## src/rtl/tlb_write_unit_if.sv

```systemverilog
// tlb_write_unit_if: CP0 command handshake and result bundle.
// master = CP0 side, slave = tlb_write_unit.
interface tlb_write_unit_if;
   logic        cmd_valid_i;
   logic        cmd_ready_o;
   logic [1:0]  cmd_op_i;
   logic [31:0] entry_hi_i;
   logic [31:0] entry_lo0_i;
   logic [31:0] entry_lo1_i;
   logic [3:0]  index_i;
   logic        done_o;
   logic [31:0] probe_index_o;
   logic [31:0] rd_entry_hi_o;
   logic [31:0] rd_entry_lo0_o;
   logic [31:0] rd_entry_lo1_o;

   modport master (
      output cmd_valid_i,
      output cmd_op_i,
      output entry_hi_i,
      output entry_lo0_i,
      output entry_lo1_i,
      output index_i,
      input  cmd_ready_o,
      input  done_o,
      input  probe_index_o,
      input  rd_entry_hi_o,
      input  rd_entry_lo0_o,
      input  rd_entry_lo1_o
   );

   modport slave (
      input  cmd_valid_i,
      input  cmd_op_i,
      input  entry_hi_i,
      input  entry_lo0_i,
      input  entry_lo1_i,
      input  index_i,
      output cmd_ready_o,
      output done_o,
      output probe_index_o,
      output rd_entry_hi_o,
      output rd_entry_lo0_o,
      output rd_entry_lo1_o
   );
endinterface

```

## src/rtl/tlb_write_unit.sv

```systemverilog
// tlb_write_unit: TLB storage plus TLBR/TLBWI/TLBWR/TLBP engine and Random.
// Define TLB_PARALLEL_PROBE_EN for single-cycle TLBP; default probes serially.
module tlb_write_unit #(
   parameter int TLB_ENTRY_NUM   = 16,
   parameter int TLB_ENTRY_WIDTH = 96
) (
   input  logic clk,
   input  logic rst_n,
   tlb_write_unit_if.slave cmd,
   input  logic [3:0] wired_i,
   input  logic wired_we_i,
   output logic [TLB_ENTRY_NUM*TLB_ENTRY_WIDTH-1:0] entries_o,
   output logic [3:0] random_o
);

   localparam logic [1:0] OP_TLBR  = 2'b00;
   localparam logic [1:0] OP_TLBWI = 2'b01;
   localparam logic [1:0] OP_TLBWR = 2'b10;
   localparam logic [1:0] OP_TLBP  = 2'b11;
   localparam logic [31:0] PROBE_MISS = 32'h8000_0000;

`ifdef TLB_PARALLEL_PROBE_EN
   typedef enum logic [1:0] {
      IDLE = 2'd0,
      RESP = 2'd2
   } state_t;
`else
   typedef enum logic [1:0] {
      IDLE = 2'd0,
      SCAN = 2'd1,
      RESP = 2'd2
   } state_t;
`endif

   typedef logic [TLB_ENTRY_WIDTH-1:0] entry_t;

   entry_t      ent_q [TLB_ENTRY_NUM];
   logic [3:0]  random_q;
   state_t      state_q;
   state_t      state_d;
   logic        accept;
   logic        is_read;
   logic        is_write;
   logic        is_probe;
   logic [3:0]  wr_idx;
   entry_t      wr_ent;
   entry_t      rd_ent;
   logic        probe_hit;
   logic [3:0]  probe_idx;
   logic        probe_commit;
   logic [31:0] probe_result;
   logic [31:0] probe_idx_q;
   logic [31:0] rd_hi_q;
   logic [31:0] rd_lo0_q;
   logic [31:0] rd_lo1_q;

   function automatic entry_t pack_entry(
      input logic [31:0] hi,
      input logic [31:0] lo0,
      input logic [31:0] lo1
   );
      entry_t e;
      e        = '0;
      e[7:0]   = hi[7:0];
      e[31:13] = hi[31:13];
      e[32]    = lo0[0] & lo1[0];
      e[33]    = lo0[1];
      e[34]    = lo0[2];
      e[37:35] = lo0[5:3];
      e[57:38] = lo0[25:6];
      e[65]    = lo1[1];
      e[66]    = lo1[2];
      e[69:67] = lo1[5:3];
      e[89:70] = lo1[25:6];
      return e;
   endfunction

   // Global entries ignore the ASID.
   function automatic logic tlb_match(
      input entry_t e,
      input logic [31:0] hi
   );
      return (e[31:13] == hi[31:13]) &&
             ((e[7:0] == hi[7:0]) || e[32]);
   endfunction

   assign accept = cmd.cmd_valid_i && (state_q == IDLE);

   always_comb begin
      is_read  = 1'b0;
      is_write = 1'b0;
      is_probe = 1'b0;
      wr_idx   = cmd.index_i;
      unique case (cmd.cmd_op_i)
         OP_TLBR:  is_read  = 1'b1;
         OP_TLBWI: is_write = 1'b1;
         OP_TLBWR: begin
            is_write = 1'b1;
            wr_idx   = random_q;
         end
         OP_TLBP:  is_probe = 1'b1;
         default:  ;
      endcase
   end

   assign wr_ent = pack_entry(cmd.entry_hi_i,
                              cmd.entry_lo0_i,
                              cmd.entry_lo1_i);
   assign rd_ent = ent_q[cmd.index_i];

`ifdef TLB_PARALLEL_PROBE_EN
   // Walk downward so the lowest matching index is the final winner.
   always_comb begin
      probe_hit = 1'b0;
      probe_idx = '0;
      for (int i = TLB_ENTRY_NUM - 1; i >= 0; i--) begin
         if (tlb_match(ent_q[i], cmd.entry_hi_i)) begin
            probe_hit = 1'b1;
            probe_idx = i[3:0];
         end
      end
   end

   assign probe_commit = accept && is_probe;

   always_comb begin
      state_d = state_q;
      case (state_q)
         IDLE:    if (accept) state_d = RESP;
         RESP:    state_d = IDLE;
         default: state_d = IDLE;
      endcase
   end
`else
   logic [3:0]  scan_idx_q;
   logic [31:0] probe_key_q;
   logic        scan_last;

   assign probe_hit = tlb_match(ent_q[scan_idx_q], probe_key_q);
   assign probe_idx = scan_idx_q;
   assign scan_last = (scan_idx_q == 4'(TLB_ENTRY_NUM - 1));
   assign probe_commit = (state_q == SCAN) && (probe_hit || scan_last);

   // EntryHi is captured so CP0 may change it mid-scan.
   always_ff @(posedge clk or negedge rst_n) begin
      if (!rst_n) begin
         scan_idx_q  <= '0;
         probe_key_q <= '0;
      end else if (accept && is_probe) begin
         scan_idx_q  <= '0;
         probe_key_q <= cmd.entry_hi_i;
      end else if (state_q == SCAN) begin
         scan_idx_q  <= scan_idx_q + 4'd1;
      end
   end

   always_comb begin
      state_d = state_q;
      case (state_q)
         IDLE: begin
            if (accept) state_d = is_probe ? SCAN : RESP;
         end
         SCAN:    if (probe_commit) state_d = RESP;
         RESP:    state_d = IDLE;
         default: state_d = IDLE;
      endcase
   end
`endif

   assign probe_result = probe_hit ? {28'b0, probe_idx} : PROBE_MISS;

   always_ff @(posedge clk or negedge rst_n) begin
      if (!rst_n) state_q <= IDLE;
      else        state_q <= state_d;
   end

   always_ff @(posedge clk or negedge rst_n) begin
      if (!rst_n) begin
         for (int i = 0; i < TLB_ENTRY_NUM; i++) ent_q[i] <= '0;
         rd_hi_q     <= '0;
         rd_lo0_q    <= '0;
         rd_lo1_q    <= '0;
         probe_idx_q <= '0;
      end else begin
         if (accept && is_write) ent_q[wr_idx] <= wr_ent;
         if (accept && is_read) begin
            rd_hi_q  <= {rd_ent[31:13], 5'b0, rd_ent[7:0]};
            rd_lo0_q <= {6'b0, rd_ent[57:38], rd_ent[37:35],
                         rd_ent[34], rd_ent[33], rd_ent[32]};
            rd_lo1_q <= {6'b0, rd_ent[89:70], rd_ent[69:67],
                         rd_ent[66], rd_ent[65], rd_ent[32]};
         end
         if (probe_commit) probe_idx_q <= probe_result;
      end
   end

   // Random wraps to the top once it reaches the wired boundary.
   always_ff @(posedge clk or negedge rst_n) begin
      if (!rst_n)
         random_q <= 4'hF;
      else if (wired_we_i || (random_q <= wired_i))
         random_q <= 4'hF;
      else
         random_q <= random_q - 4'd1;
   end

   for (genvar g = 0; g < TLB_ENTRY_NUM; g++) begin : g_flat
      assign entries_o[g*TLB_ENTRY_WIDTH +: TLB_ENTRY_WIDTH] = ent_q[g];
   end

   assign random_o           = random_q;
   assign cmd.cmd_ready_o    = (state_q == IDLE);
   assign cmd.done_o         = (state_q == RESP);
   assign cmd.probe_index_o  = probe_idx_q;
   assign cmd.rd_entry_hi_o  = rd_hi_q;
   assign cmd.rd_entry_lo0_o = rd_lo0_q;
   assign cmd.rd_entry_lo1_o = rd_lo1_q;

endmodule

```

## src/flat_wrapper.sv

```systemverilog
// flat-port wrapper written by rule: the top's interface ports become plain ports
module tlb_write_unit_flat 
#(
   parameter int TLB_ENTRY_NUM   = 16,
   parameter int TLB_ENTRY_WIDTH = 96
)
  (clk, rst_n, wired_i, wired_we_i, entries_o, random_o, cmd_cmd_valid_i, cmd_cmd_op_i, cmd_entry_hi_i, cmd_entry_lo0_i, cmd_entry_lo1_i, cmd_index_i, cmd_cmd_ready_o, cmd_done_o, cmd_probe_index_o, cmd_rd_entry_hi_o, cmd_rd_entry_lo0_o, cmd_rd_entry_lo1_o);
  tlb_write_unit_if cmd_i ();
  input  logic clk;
  input  logic rst_n;
  input  logic [3:0] wired_i;
  input  logic wired_we_i;
  output logic [TLB_ENTRY_NUM*TLB_ENTRY_WIDTH-1:0] entries_o;
  output logic [3:0] random_o;
  input wire logic [$bits(cmd_i.cmd_valid_i)-1:0] cmd_cmd_valid_i;
  input wire logic [$bits(cmd_i.cmd_op_i)-1:0] cmd_cmd_op_i;
  input wire logic [$bits(cmd_i.entry_hi_i)-1:0] cmd_entry_hi_i;
  input wire logic [$bits(cmd_i.entry_lo0_i)-1:0] cmd_entry_lo0_i;
  input wire logic [$bits(cmd_i.entry_lo1_i)-1:0] cmd_entry_lo1_i;
  input wire logic [$bits(cmd_i.index_i)-1:0] cmd_index_i;
  output wire logic [$bits(cmd_i.cmd_ready_o)-1:0] cmd_cmd_ready_o;
  output wire logic [$bits(cmd_i.done_o)-1:0] cmd_done_o;
  output wire logic [$bits(cmd_i.probe_index_o)-1:0] cmd_probe_index_o;
  output wire logic [$bits(cmd_i.rd_entry_hi_o)-1:0] cmd_rd_entry_hi_o;
  output wire logic [$bits(cmd_i.rd_entry_lo0_o)-1:0] cmd_rd_entry_lo0_o;
  output wire logic [$bits(cmd_i.rd_entry_lo1_o)-1:0] cmd_rd_entry_lo1_o;
  assign cmd_i.cmd_valid_i = cmd_cmd_valid_i;
  assign cmd_i.cmd_op_i = cmd_cmd_op_i;
  assign cmd_i.entry_hi_i = cmd_entry_hi_i;
  assign cmd_i.entry_lo0_i = cmd_entry_lo0_i;
  assign cmd_i.entry_lo1_i = cmd_entry_lo1_i;
  assign cmd_i.index_i = cmd_index_i;
  assign cmd_cmd_ready_o = cmd_i.cmd_ready_o;
  assign cmd_done_o = cmd_i.done_o;
  assign cmd_probe_index_o = cmd_i.probe_index_o;
  assign cmd_rd_entry_hi_o = cmd_i.rd_entry_hi_o;
  assign cmd_rd_entry_lo0_o = cmd_i.rd_entry_lo0_o;
  assign cmd_rd_entry_lo1_o = cmd_i.rd_entry_lo1_o;
  tlb_write_unit #(.TLB_ENTRY_NUM(TLB_ENTRY_NUM), .TLB_ENTRY_WIDTH(TLB_ENTRY_WIDTH)) u_core (.clk(clk), .rst_n(rst_n), .cmd(cmd_i), .wired_i(wired_i), .wired_we_i(wired_we_i), .entries_o(entries_o), .random_o(random_o));
endmodule
```

## config.mk

```make
export PLATFORM = sky130hd
export DESIGN_NAME = tlb_write_unit_flat
export DESIGN_NICKNAME = d
export VERILOG_FILES = /design/src/rtl/tlb_write_unit_if.sv /design/src/rtl/tlb_write_unit.sv /design/src/flat_wrapper.sv
export SDC_FILE = /design/constraint.sdc
export NUM_CORES = 2
export LEC_CHECK = 0
export ABC_CLOCK_PERIOD_IN_PS = 5350
export CAP_MARGIN = 10
export CORE_AREA = 4 4 696 698
export CTS_CLUSTER_SIZE = 40
export DETAILED_ROUTE_END_ITERATION = 6
export DIE_AREA = 0 0 700 702
export HOLD_SLACK_MARGIN = 0.08
export PLACE_DENSITY_LB_ADDON = 0.25
export SLEW_MARGIN = 20
export SYNTH_ARGS = -nofsm -noshare
export SYNTH_HDL_FRONTEND = slang
export SYNTH_SLANG_ARGS = --single-unit
```

## constraint.sdc

```tcl
create_clock -name clk -period 5.35 [get_ports clk]
set_input_delay 1.07 -clock clk [delete_from_list [all_inputs] [get_ports clk]]
set_output_delay 1.07 -clock clk [all_outputs]
set_load 0.05 [all_outputs]
```

==> flow_summary_export.csv <==
group,metric,value,unit
status,status,"complete, no violations",
sta,slew_headroom,23.2,%
cts,cts_setup_buffers,0,
worst_setup_path,max_stage_delay,0.83,ns
floorplanning,dieHeight,702,um
power_and_ir_drop,p_leak,39.4,nW
routing,initialDrtViolationCount,2682,
worst_setup_path,cp_cell_sequence,"buf_4 > mux2i_1 > a22o_1 > a221oi_1 > xor2_1 > o41ai_1 > nand4_1 > nor4_2 > buf_4 > nand3_2 > mux2_1",
routing,ant_nets,0,
finish,fillerInstances,51229,
cts,ctsResizeCount,0,
synthesis,synth_top_family_by_area,"multiplexers",
worst_setup_path,arrival,5.23,ns
cts,clock_path_buffers,4,
power_and_ir_drop,peakVddDrop,367,uV
floorplanning,design.core.area,478000,um2
finish,nets,5735,
sta,setup_ws,0.898,ns
sta,finalHoldWorstSlack,0.176,ns
cts,clkTransAtPathRegs,0.06,ns
synthesis,ys_seq_area_share,51.4,%
place,portBuffers,1430,
worst_setup_path,crit_buf_inv,2,
synthesis,synth.avg_cell_area,15.8,um2
synthesis,synth-edff-count,0,
worst_setup_path,crit_type,"reg -> reg",
place,dpl_worst_slack,0.467,ns
floorplanning,die_area,491000,um2
finish,multiInputGateArea,29800,um2
floorplanning,core.rowCount,254,
sta,final.setup.tns,0,ns
cts,cts_tree,"built",
global_routing,grt_usage,16.0,%
worst_setup_path,worstSetupStartpointType,"flop",
cts,cts_buffers,190,
cts,h-tree-depth,4,
sta,rsz0062_at_grt,"false",
sta,tightest_slew,1.15,ns
cts,clockRootBuffer,"clkbuf_16",
synthesis,synth-adder-area-share,0.169,%
floorplanning,die_w,700,um
worst_setup_path,crit_family,"multiplexers",
synthesis,synth-simple-area-share,0.883,%
routing,drc,0,
synthesis,syn-cell-area,66600,um2
worst_setup_path,crit_fanout,27,
routing,vias,45304,
sta,drv_slew,0,
synthesis,synth_xor_area_share,0.697,%
cts,worst_skew_pair.late_latency,0.91,ns
synthesis,ys.flop_type,"dfrtp_1",
sta,setup_viol,0,
synthesis,synth_compound_area_share,0.691,%
finish,final-seq-area,34300,um2
cts,holdBufCountCts,0,
global_routing,overflow,0,
global_routing,grt_antenna_before_repair,23,
routing,finalWirelength,407000,um
synthesis,yosysUniqueCellTypes,53,
sta,fin_crit_sh,83.2,%
routing,firstDrtPassIters,5,
routing,wl_per_cell,33.4,um
finish,syn_to_final_growth,42.2,%
flow_run,maxCapViolations,0,
synthesis,async_reset_ff_share,100,%
global_routing,grt_pass1_vias,47897,
power_and_ir_drop,cellPowerDensity,628,nW/um2
worst_setup_path,crit_slowest_cell,"dfrtp_4",
sta,hold_viol,0,
synthesis,synth_cells,4217,
finish,drive_above_1_share,40.2,%
global_routing,grt_pass1_wl,527000,um
synthesis,ys_seq_elements,1368,
synthesis,yosys_warnings,0,
min_path,min_path_type,"in -> async",
place,gp_congestion,0.814,
sta,fmax,0.225,GHz
routing,vias_per_cell,3.72,
sta,finalClockSkew,0.0766,ns
floorplanning,num_io_pins,1780,
sta,period_minus_slack,4.45,ns
worst_setup_path,critPathCaptureType,"flop",
global_routing,grt_max_degree,141,
cts,clock-sinks,1368,
floorplanning,initial_core_util,13.9,%
synthesis,synthMuxAreaShare,40.2,%
worst_setup_path,crit_top_cell,"buf_4",
worst_setup_path,worst_ep_required_time,6.13,ns
place,dpl.hpwl,302000,um
cells in the final DEF (no fill, tap or decap), types with 25 or more instances in the layout:
| master | count |
|---|---|
| mux2_2 | 1342 |
| buf_4 | 78 |
| conb_1 | 332 |
| clkinv_2 | 34 |
| xor2_1 | 31 |
| mux4_2 | 480 |
| clkbuf_16 | 190 |
| clkdlybuf4s50_1 | 1409 |
| dfrtp_1 | 1360 |
| buf_12 | 65 |
| clkbuf_8 | 49 |
| clkbuf_1 | 32 |
| nand2_1 | 25 |
| mux2i_1 | 70 |
per-stage QoR:
| step | power [mW] | cells | area (um2) | util, % |
|---|---|---|---|---|
| 6_report | 59.5 | 12176 | 94700 | 19.8 |
| 5_1_grt | 61.9 | 12168 | 94700 | 19.8 |
| 4_1_cts | 60.9 | 12168 | 94700 | 19.8 |
| 3_5_place_dp | 46.9 | 11824 | 88200 | 18.5 |
| 3_3_place_gp | 46.8 | 11824 | 88200 | 18.5 |
| 2_1_floorplan | 33.3 | 4548 | 67900 | - |
where the power goes:
group          total, mW  internal [mW]  switching, mW
clock               13.5           7.91           5.54
combinational       28.8           9.95           18.9
sequential          17.2           13.4           3.79
total               59.5           31.3           28.2
per-layer routing:
metal	up-vias	share of wire [%]	track usage, %
met1	25209	38	18.3
met3	385	6.9	4.39
met4	12	3.4	4.81
li1	18034	-	-
met2	1664	52	28.7
met5	-	0.019	0
state kept, by name, indices dropped and copies added (netlist names):
name,flops
u_core.cmd.probe_index_o,5
u_core.cmd.rd_entry_hi_o,27
u_core.cmd.rd_entry_lo0_o,26
u_core.cmd.rd_entry_lo1_o,25
u_core.entries_o,1248
u_core.probe_idx,4
u_core.probe_key_q,27
u_core.random_o,4
u_core.state_q,2
worst paths after layout:
kind / startpoint / to / slack, ns / cells after the start
max: u_core.probe_idx[1]$_DFFE_PN0P_ / u_core.cmd.probe_index_o[2]$_DFFE_PN0P_ / 0.90 / 11
min: rst_n / u_core.entries_o[1293]$_DFFE_PN0P_ / 0.18 / 1
max reg2reg: u_core.probe_idx[1]$_DFFE_PN0P_ / u_core.cmd.probe_index_o[2]$_DFFE_PN0P_ / 0.90 / 11
min reg2reg: u_core.cmd.probe_index_o[31]$_DFFE_PN0P_ / u_core.cmd.probe_index_o[31]$_DFFE_PN0P_ / 0.50 / 1
max in group asynchronous: rst_n / u_core.entries_o[153]$_DFFE_PN0P_ / 3.66 / 3
min in group clk: u_core.cmd.probe_index_o[31]$_DFFE_PN0P_ / u_core.cmd.probe_index_o[31]$_DFFE_PN0P_ / 0.50 / 1
layout make-up:
| class | count | area share [%] |
|---|---|---|
| multi-input combinational | 2476 | 31.4 |
| antenna | 8 | 0.0211 |
| clock buffer | 270 | 5.84 |
| clock inverter | 74 | 1.04 |
| sequential | 1368 | 36.2 |
| timing repair buffer | 1561 | 17.0 |
| inverter | 19 | 0.0753 |
| tap | 6400 | 8.45 |
cells by family after synthesis:
group,Yosys count
multiplexers,1900
flip-flops,1368
buffers and inverters,704
AND/OR/NAND/NOR,118
AO/OA/AOI/OAI,64
XOR/XNOR,53
adder cells (fa/ha/maj),9
other,1
cell usage after synthesis, types with 21 or more instances:
| master | instances | share of area [%] |
|---|---|---|
| dfrtp_1 | 1364 | 51 |
| mux2_2 | 1342 | 23 |
| mux4_2 | 480 | 16 |
| buf_4 | 338 | 3.8 |
| clkbuf_1 | 230 | 1.3 |
| buf_1 | 92 | 0.52 |
| mux2i_1 | 70 | 1.1 |
| nand2_1 | 31 | 0.17 |
| xor2_1 | 31 | 0.41 |
| xnor2_1 | 22 | 0.29 |
| nor2_1 | 21 | 0.12 |
Note: power is estimated with default switching activity, not from simulation.
